<file path="config.mk">
export PLATFORM = sky130hd
export DESIGN_NAME = result_collector
export DESIGN_NICKNAME = d
export VERILOG_FILES = /design/src/rtl/result_collector.sv
export SDC_FILE = /design/constraint.sdc
export NUM_CORES = 1
export LEC_CHECK = 0
export ABC_CLOCK_PERIOD_IN_PS = 1600
export CAP_MARGIN = 20
export CORE_MARGIN = 2
export CORE_UTILIZATION = 25
export DETAILED_ROUTE_END_ITERATION = 10
export PLACE_DENSITY_LB_ADDON = 0.05
export SYNTH_ARGS = -nofsm -noshare
export SYNTH_HDL_FRONTEND = slang
export SYNTH_SLANG_ARGS = --single-unit
</file>
<file path="constraint.sdc">
create_clock -name clk -period 1.6 [get_ports clk]
set_input_delay 0.16 -clock clk [delete_from_list [all_inputs] [get_ports clk]]
set_output_delay 0.16 -clock clk [all_outputs]
set_load 0.05 [all_outputs]
</file>
<file path="src/rtl/result_collector.sv">
// rtl/result_collector.sv - drains the PE result matrix into the output FIFO, row-major
//
// Purpose
//   Drain end of the systolic array. Once the dispatcher reports done_dispatch_i, the
//   collector walks the M x K result matrix in row-major order. It packs BW words per
//   FIFO beat. Each group is pushed as soon as all of its PEs flag a final result and
//   the FIFO has room. After the last group the collector raises a sticky
//   done_collect_o and gives a single-cycle pe_clear_o pulse, so the array can start
//   the next job.
//
// Ports
//   clk              clock
//   nrst             asynchronous active-low reset
//   done_dispatch_i  dispatcher has shifted all operands into the array (sampled in IDLE only)
//   restart_i        synchronous soft restart back to IDLE; wins over every other transition
//   res_dat_i        per-PE accumulated result, indexed [row][col]
//   res_valid_i      per-PE "result final" flag, indexed [row][col], held until pe_clear_o
//   fifo_full_i      output FIFO cannot accept a beat this cycle
//   fifo_push_o      push one beat into the output FIFO
//   fifo_dat_o       beat payload; lane i carries res[row][col+i] (lane 0 in the low word)
//   done_collect_o   all M*K results pushed; sticky until restart_i or nrst
//   pe_clear_o       one-cycle pulse on entry to DONE: clear PE accumulators and valids
//   busy_o           high while waiting for or collecting results

module result_collector #(
  parameter int M  = 2,   // rows of the result matrix
  parameter int K  = 2,   // columns of the result matrix, multiple of BW
  parameter int BW = 2,   // words per output beat
  parameter int W  = 16   // word width
) (
  input  logic                       clk,
  input  logic                       nrst,
  input  logic                       done_dispatch_i,
  input  logic                       restart_i,
  input  logic [M-1:0][K-1:0][W-1:0] res_dat_i,
  input  logic [M-1:0][K-1:0]        res_valid_i,
  input  logic                       fifo_full_i,
  output logic                       fifo_push_o,
  output logic [BW-1:0][W-1:0]       fifo_dat_o,
  output logic                       done_collect_o,
  output logic                       pe_clear_o,
  output logic                       busy_o
);

  // Counter widths carry one spare bit beyond the index range.
  localparam int RW  = $clog2(M) + 1;
  localparam int CW  = $clog2(K) + 1;
  // Index widths used to address the packed result arrays.
  localparam int RIW = (M > 1) ? $clog2(M) : 1;
  localparam int CIW = (K > 1) ? $clog2(K) : 1;

  localparam logic [RW-1:0] ROW_LAST = RW'(M - 1);
  localparam logic [CW-1:0] COL_LAST = CW'(K - BW);
  localparam logic [CW-1:0] COL_STEP = CW'(BW);

  // Elaboration-time parameter checks.
  if (K % BW != 0) begin : g_bad_k
    $error("result_collector: K must be a multiple of BW");
  end
  if (M < 1 || BW < 1) begin : g_bad_dims
    $error("result_collector: M and BW must be at least 1");
  end

  typedef enum logic [1:0] {
    S_IDLE     = 2'd0,
    S_WAIT_RES = 2'd1,
    S_COLLECT  = 2'd2,
    S_DONE     = 2'd3
  } state_t;

  state_t            state_q;
  logic [RW-1:0]     row_q;
  logic [CW-1:0]     col_q;
  logic              done_collect_q;
  logic              pe_clear_q;
  logic              busy_q;

  logic              grp_valid;
  logic [BW-1:0][W-1:0] grp_dat;
  logic [CW-1:0]     col_idx;
  logic              push;
  logic              last_grp;
  logic              row_end;

  // Select the current group res[row_q][col_q .. col_q+BW-1] and AND its valid flags.
  always_comb begin
    grp_valid = 1'b1;
    grp_dat   = '0;
    col_idx   = '0;
    for (int i = 0; i < BW; i++) begin
      col_idx    = col_q + CW'(i);
      grp_valid  = grp_valid & res_valid_i[row_q[RIW-1:0]][col_idx[CIW-1:0]];
      grp_dat[i] = res_dat_i[row_q[RIW-1:0]][col_idx[CIW-1:0]];
    end
  end

  // Push is combinational from the registered counters, so a group that is already
  // valid when COLLECT is entered goes out in that first COLLECT cycle.
  assign push     = (state_q == S_COLLECT) && grp_valid && !fifo_full_i;
  assign row_end  = (col_q == COL_LAST);
  assign last_grp = row_end && (row_q == ROW_LAST);

  assign fifo_push_o    = push;
  assign fifo_dat_o     = push ? grp_dat : '0;
  assign done_collect_o = done_collect_q;
  assign pe_clear_o     = pe_clear_q;
  assign busy_o         = busy_q;

  always_ff @(posedge clk or negedge nrst) begin
    if (!nrst) begin
      state_q        <= S_IDLE;
      row_q          <= '0;
      col_q          <= '0;
      done_collect_q <= 1'b0;
      pe_clear_q     <= 1'b0;
      busy_q         <= 1'b0;
    end else if (restart_i) begin
      // A push coinciding with restart still reaches the FIFO (push is combinational),
      // but the counters start over from the first group.
      state_q        <= S_IDLE;
      row_q          <= '0;
      col_q          <= '0;
      done_collect_q <= 1'b0;
      pe_clear_q     <= 1'b0;
      busy_q         <= 1'b0;
    end else begin
      case (state_q)
        S_IDLE: begin
          pe_clear_q <= 1'b0;
          if (done_dispatch_i) begin
            state_q <= S_WAIT_RES;
            busy_q  <= 1'b1;
          end
        end

        S_WAIT_RES: begin
          // No timeout: the array is expected to finish eventually.
          if (grp_valid) begin
            state_q <= S_COLLECT;
          end
        end

        S_COLLECT: begin
          if (push) begin
            if (last_grp) begin
              state_q        <= S_DONE;
              row_q          <= '0;
              col_q          <= '0;
              done_collect_q <= 1'b1;
              pe_clear_q     <= 1'b1;
              busy_q         <= 1'b0;
            end else if (row_end) begin
              col_q <= '0;
              row_q <= row_q + RW'(1);
            end else begin
              col_q <= col_q + COL_STEP;
            end
          end else if (!grp_valid) begin
            state_q <= S_WAIT_RES;
          end
          // grp_valid with a full FIFO: stall with counters held.
        end

        S_DONE: begin
          // pe_clear is only high for the first DONE cycle.
          pe_clear_q <= 1'b0;
        end

        default: begin
          state_q <= S_IDLE;
        end
      endcase
    end
  end

endmodule

</file>
=== Word-level counts from Yosys, hierarchy flattened ===
Cells that the tools add are included.

* RAM bits: 0
* Bits in registers: 9
* Memories: 0
* Output and inout port bits: 36
* Word-level logic and storage cells: 84
* Bits in read-only memories: 0
* Bits in latches: 0
* Input port bits: 73

* Bitwise operators: 1
* $mul: 0
* Reduce and logical (&&, ||, !) cells: 20
* Muxes and demuxes: 41
* Divide/modulo/power cells: 0
* Magnitude comparators: 3
* Equal/unequal tests: 10
* Add/subtract/negate cells: 3
* Shift-type cells: 0

{| class="wikitable"
|+ Operators with widths
! kind !! number
|-
| 32-bit 2-to-1 mux || 3
|-
| 16-bit 2-to-1 mux || 4
|-
| 2-bit 2-to-1 mux || 18
|-
| 1-bit 2-to-1 mux || 13
|-
| 3-bit != test, second input constant || 4
|-
| 3-bit AND reduction || 3
|-
| 3-bit nonzero test || 3
|-
| 4-bit != test, second input constant || 2
|-
| 1-bit by 2-bit < comparator with 1-bit output, second input constant || 3
|-
| 2-bit case mux with 3 select lines || 1
|-
| 2-bit nonzero test || 3
|-
| 5-bit AND reduction || 1
|-
| 2-bit by 1-bit equality test with 1-bit output, second input constant || 2
|-
| 2-bit equality test, second input constant || 2
|-
| 2-bit logical NOT || 2
|-
| 1-bit case mux with 2 select lines || 2
|-
| 4-bit AND reduction || 1
|-
| 4-bit nonzero test || 1
|-
| 1-bit logical AND || 3
|-
| 2-bit by 1-bit adder with 2-bit output, second input constant || 1
|-
| 2-bit adder, second input constant || 1
|-
| 2-bit AND reduction || 1
|-
| 2-bit OR reduction || 1
|-
| 1-bit adder, second input constant || 1
|-
| 2 further kinds || 2
|}

=== Longest topological paths before layout ===
* Depth in word-level cells: 10
* Depth in mapped cells: 8
* Depth with buffers taken out: 7

=== Least setup slack after synthesis ===
OpenSTA, ideal clock, no wires.

* Path type: reg-to-output
* Start point: register state_q[0]
* End point: output fifo_dat_o[0] in the netlist's numbering
* Buffers on the path: 2
* Slack: -464 ps
* Data arrival time: 1904 ps
* Data required time: 1440 ps
* Stages on the path, launching flop included: 8
* Path through: dfrtp_1 -> inv_1 -> ha_1 -> nand2b_1 -> a21o_1 -> clkbuf_1 -> buf_2 -> nor2_1

{| class="wikitable"
|+ RTL lines
! element !! line !! source
|-
| start, declared || 71 || <nowiki>state_t state_q;</nowiki>
|-
| start signal, assigned || 111 || <nowiki>state_q <= S_IDLE;</nowiki>
|-
| start signal, assigned || 120 || <nowiki>state_q <= S_IDLE;</nowiki>
|-
| start signal, assigned || 131 || <nowiki>state_q <= S_WAIT_RES;</nowiki>
|-
| end, declared || 39 || <nowiki>output logic [BW-1:0][W-1:0] fifo_dat_o,</nowiki>
|}

=== Worst setup path after layout ===
* Start point: register state_q[0]
* End point: register state_q[0]

* Longest elaborated chain between the ends: 6
* Elaborated cells on any way between the ends: 14
* Classes of those cells: eq/ne (6); mux (3); reduce/logical (5)

{| class="wikitable"
|+ Ends and longest elaborated chain
! element !! line !! source
|-
| 2-bit equality test || 99, 127 ||
|-
| 1-bit logical AND (2 in a row) || 99 || <nowiki>assign push = (state_q == S_COLLECT) && grp_valid && !fifo_full_i;</nowiki>
|-
| 2-bit 2-to-1 mux || 144 || <nowiki>if (push) begin</nowiki>
|-
| 2-bit case mux with 3 select lines || 127 || <nowiki>case (state_q)</nowiki>
|-
| 2-bit 2-to-1 mux || 117 || <nowiki>end else if (restart_i) begin</nowiki>
|}

Parallel ways exist; a longest one is shown, timed or not.
A chain may end at the register's enable or synchronous reset.

==> results_dict.tcl <==
set metrics [dict create \
    run_status "finished with violations" \
    violations "setup timing" \
    path_clk_slew_ns 0.05 \
    seq_area_frac_synth_pct 20.4 \
    maxSlewViolCount 0 \
    synth.distinct_cells 30 \
    synthCells 125 \
    htree_levels 1 \
    crit_fanout 3 \
    reg2reg_slack_ns -0.17 \
    crit_type "flip-flop to flip-flop" \
    hp-class "primary input to async pin" \
    synth_top_cell_area_share_pct 32.7 \
    power_density_nw_per_um2 425 \
    clock_latency_ns 0.24 \
    maxCapViolations 0 \
    die_h_um 66.6 \
    dieWidth_um 66.6 \
    post-dp-hpwl_um 3660 \
    netlist_area_um2 981 \
    crit_path_start_kind "flip-flop" \
    io_buffers 108 \
    place_congestion 0.778 \
    peakVddDrop_uv 306 \
    synth_most_common_cell "nor2_1" \
    leakage_uw 0.00108 \
    dieArea_um2 4440 \
    antenna_found_initial 0 \
    io_pins 109 \
    cts_tree "done" \
    fin_crit_sh_pct 111 \
    initial_core_util_pct 26.4 \
    arrival_ns 1.92 \
    crit_path_start "state_q[0]" \
    grt_pass1_vias 1454 \
    cts_buffers 3 \
    rows 22 \
    syn_avg_cell_area_um2 7.85 \
    worstPathCellList "inv_2 > buf_4 > buf_6 > ha_4 > buf_6 > o31ai_2 > buf_4 > or3_4 > a21oi_2" \
    fillers 230 \
    clock_path_buffers 2 \
    critPathRequiredTime_ns 1.75 \
    worst_pin_slew_ns 0.411 \
    drc 0 \
    r2r-end "state_q[0]" \
    area_delta_synth_final_pct 208 \
    hold_viol_final 0 \
    synth-async-reset-ratio_pct 100 \
    end_kind "flip-flop" \
    netlist_top_cells_area "mux2i_1 33%, dfrtp_1 20%, nor2_1 13%, ha_1 3.8%, buf_2 3.1%" \
    drive_gt1_share_pct 43.3 \
    drt-initial-drc-count 39 \
    via_per_inst 4.74 \
    synth-seq-cells 8 \
    grtUsageTotal_pct 20.0 \
    root_buffer "clkbuf_8" \
    yosysWarnings 0 \
    yosys.area.top_type "mux2i_1" \
    design_area_um2 3030 \
    routed_wl_um 4610 \
    dp.cells 286 \
    drt-pass1-iter-count 4 \
    synthesis.nets 201 \
    skew_ns 0.0117 \
    clock-sinks 8 \
    slowest_stage "dfrtp_1" \
    setup_slack_ns -0.169 \
    relSlewSlack_pct 72.5 \
    grt_overflow 0 \
    dp_worst_setup_slack_ns -0.101 \
    dpl_cell_area_um2 2790 \
    r2r_start "state_q[0]" \
    vias 1421 \
    detail-route-antenna-nets 0 \
    rsz0062_at_grt "true" \
    synthTopCellsByCount "33 x nor2_1, 32 x mux2i_1, 8 x dfrtp_1, 6 x buf_2, 6 x inv_1" \
    fmax_mhz 565 \
    layout.cells.non_filler 300 \
    ys.flop_type "dfrtp_1" \
    min_period_ns 1.77 \
    grt_max_degree 20 \
    finalSetupViolations 35 \
    finalSetupTns_ns -4.81 \
    antenna_cells 0 \
    critical_path.max_stage_delay_ns 0.39 \
    synth-edff-count 0 \
    post-route-util_pct 81.4 \
    wl_per_cell_um 15.4 \
    critPathCapture "state_q[0]" \
    core_um2 3720 \
    grt_first_pass_wirelength_um 6700 \
    fin_nets 329 \
    rr_worst_depth 9 \
]
-- state kept, by name (all words and copies together) (netlist names) --
register and flops:
done_collect_o 1, state_q 2, busy_o 1, row_q 2
col_q 1, pe_clear_o 1
-- worst min-delay path by stage --
stage,from,slack (ns),endpoint,cells past startpoint
after floorplan,nrst,-0.14,busy_o,0
after global placement,nrst,0.46,row_q[1],1
after detailed placement,nrst,0.48,row_q[1],1
after CTS,nrst,0.23,row_q[1],1
after global routing,nrst,0.26,row_q[1],1
final,nrst,0.22,row_q[0],1
-- per-layer routing --
metal | global-route usage (%) | vias to the layer above | part of all wire [%]
li1 | - | 690 | -
met1 | 18.5 | 653 | 32
met2 | 41.0 | 68 | 57
met3 | 6.59 | 10 | 8.1
met4 | 4.85 | 0 | 2.3
met5 | 0 | - | 0
-- layout by cell type, fill, tap and decap left out, drive strengths merged --
cell type,netlist,routed
or2,1,1
o21ai,4,4
buf,7,59
o311ai,1,1
o21a,1,1
nor4b,1,1
inv,7,7
a21oi,5,5
or3,1,1
a21o,1,1
and3,2,2
o31ai,2,2
nand3b,1,1
dfrtp,8,8
mux2i,32,32
nand2b,2,2
or3b,1,1
or4,1,1
ha,3,3
a211oi,2,2
nand4b,1,1
clkbuf,1,4
clkdlybuf4s50,0,72
xnor2,1,1
nand3,2,2
nand2,3,3
nor2,33,33
nor3,1,1
-- cells by family after synthesis --
group | Yosys count | share of synthesized area [%]
buffers and inverters | 15 | 7.27
muxes | 32 | 32.7
DFF | 8 | 20.4
adders and majority gates | 3 | 3.83
and+or+nand+nor | 50 | 24.9
AOI/OAI and AO/OA | 16 | 10.1
xor gates and xnor gates | 1 | 0.893
-- cell type report --
class	instances	area, um2	share of cell area [%]
tap	48	60.1	1.99
inverter	7	26.3	0.868
clock buffer	4	45.0	1.49
timing repair buffer	131	1670	55.2
sequential	8	201	6.66
multi-input combinational	102	1020	33.8
-- critical path: cells and delay by family (launching register included) --
family	cells	cell delay [ns]
buffers and inverters	5	0.55
flip-flops	1	0.39
AND/OR/NAND/NOR	1	0.37
AO/OA/AOI/OAI	2	0.22
adder cells (fa/ha/maj)	1	0.15
-- power by group --
| part | internal [uW] | switching, uW | total [uW] | leakage, uW |
|---|---|---|---|---|
| clock network | 174 | 95.2 | 269 | 0.0000228 |
| registers | 222 | 14.3 | 236 | 0.000108 |
| logic | 457 | 323 | 780 | 0.000951 |
-- per-stage QoR --
step	hold WS, ns	power, uW
5_1_grt	0.255	1360
3_5_place_dp	0.481	803
6_report	0.219	1290
4_1_cts	0.226	1150
3_3_place_gp	0.462	783
2_1_floorplan	-0.136	480
-- what timing repair did --
item,4_1_cts,5_1_grt
buffers inserted,5,4
endpoints found under the setup margin,35,35
gates cloned,1,0
pin swaps,4,5
gates resized for setup,14,9
hold buffers,0,0
Power figures use the tool's default switching activity.
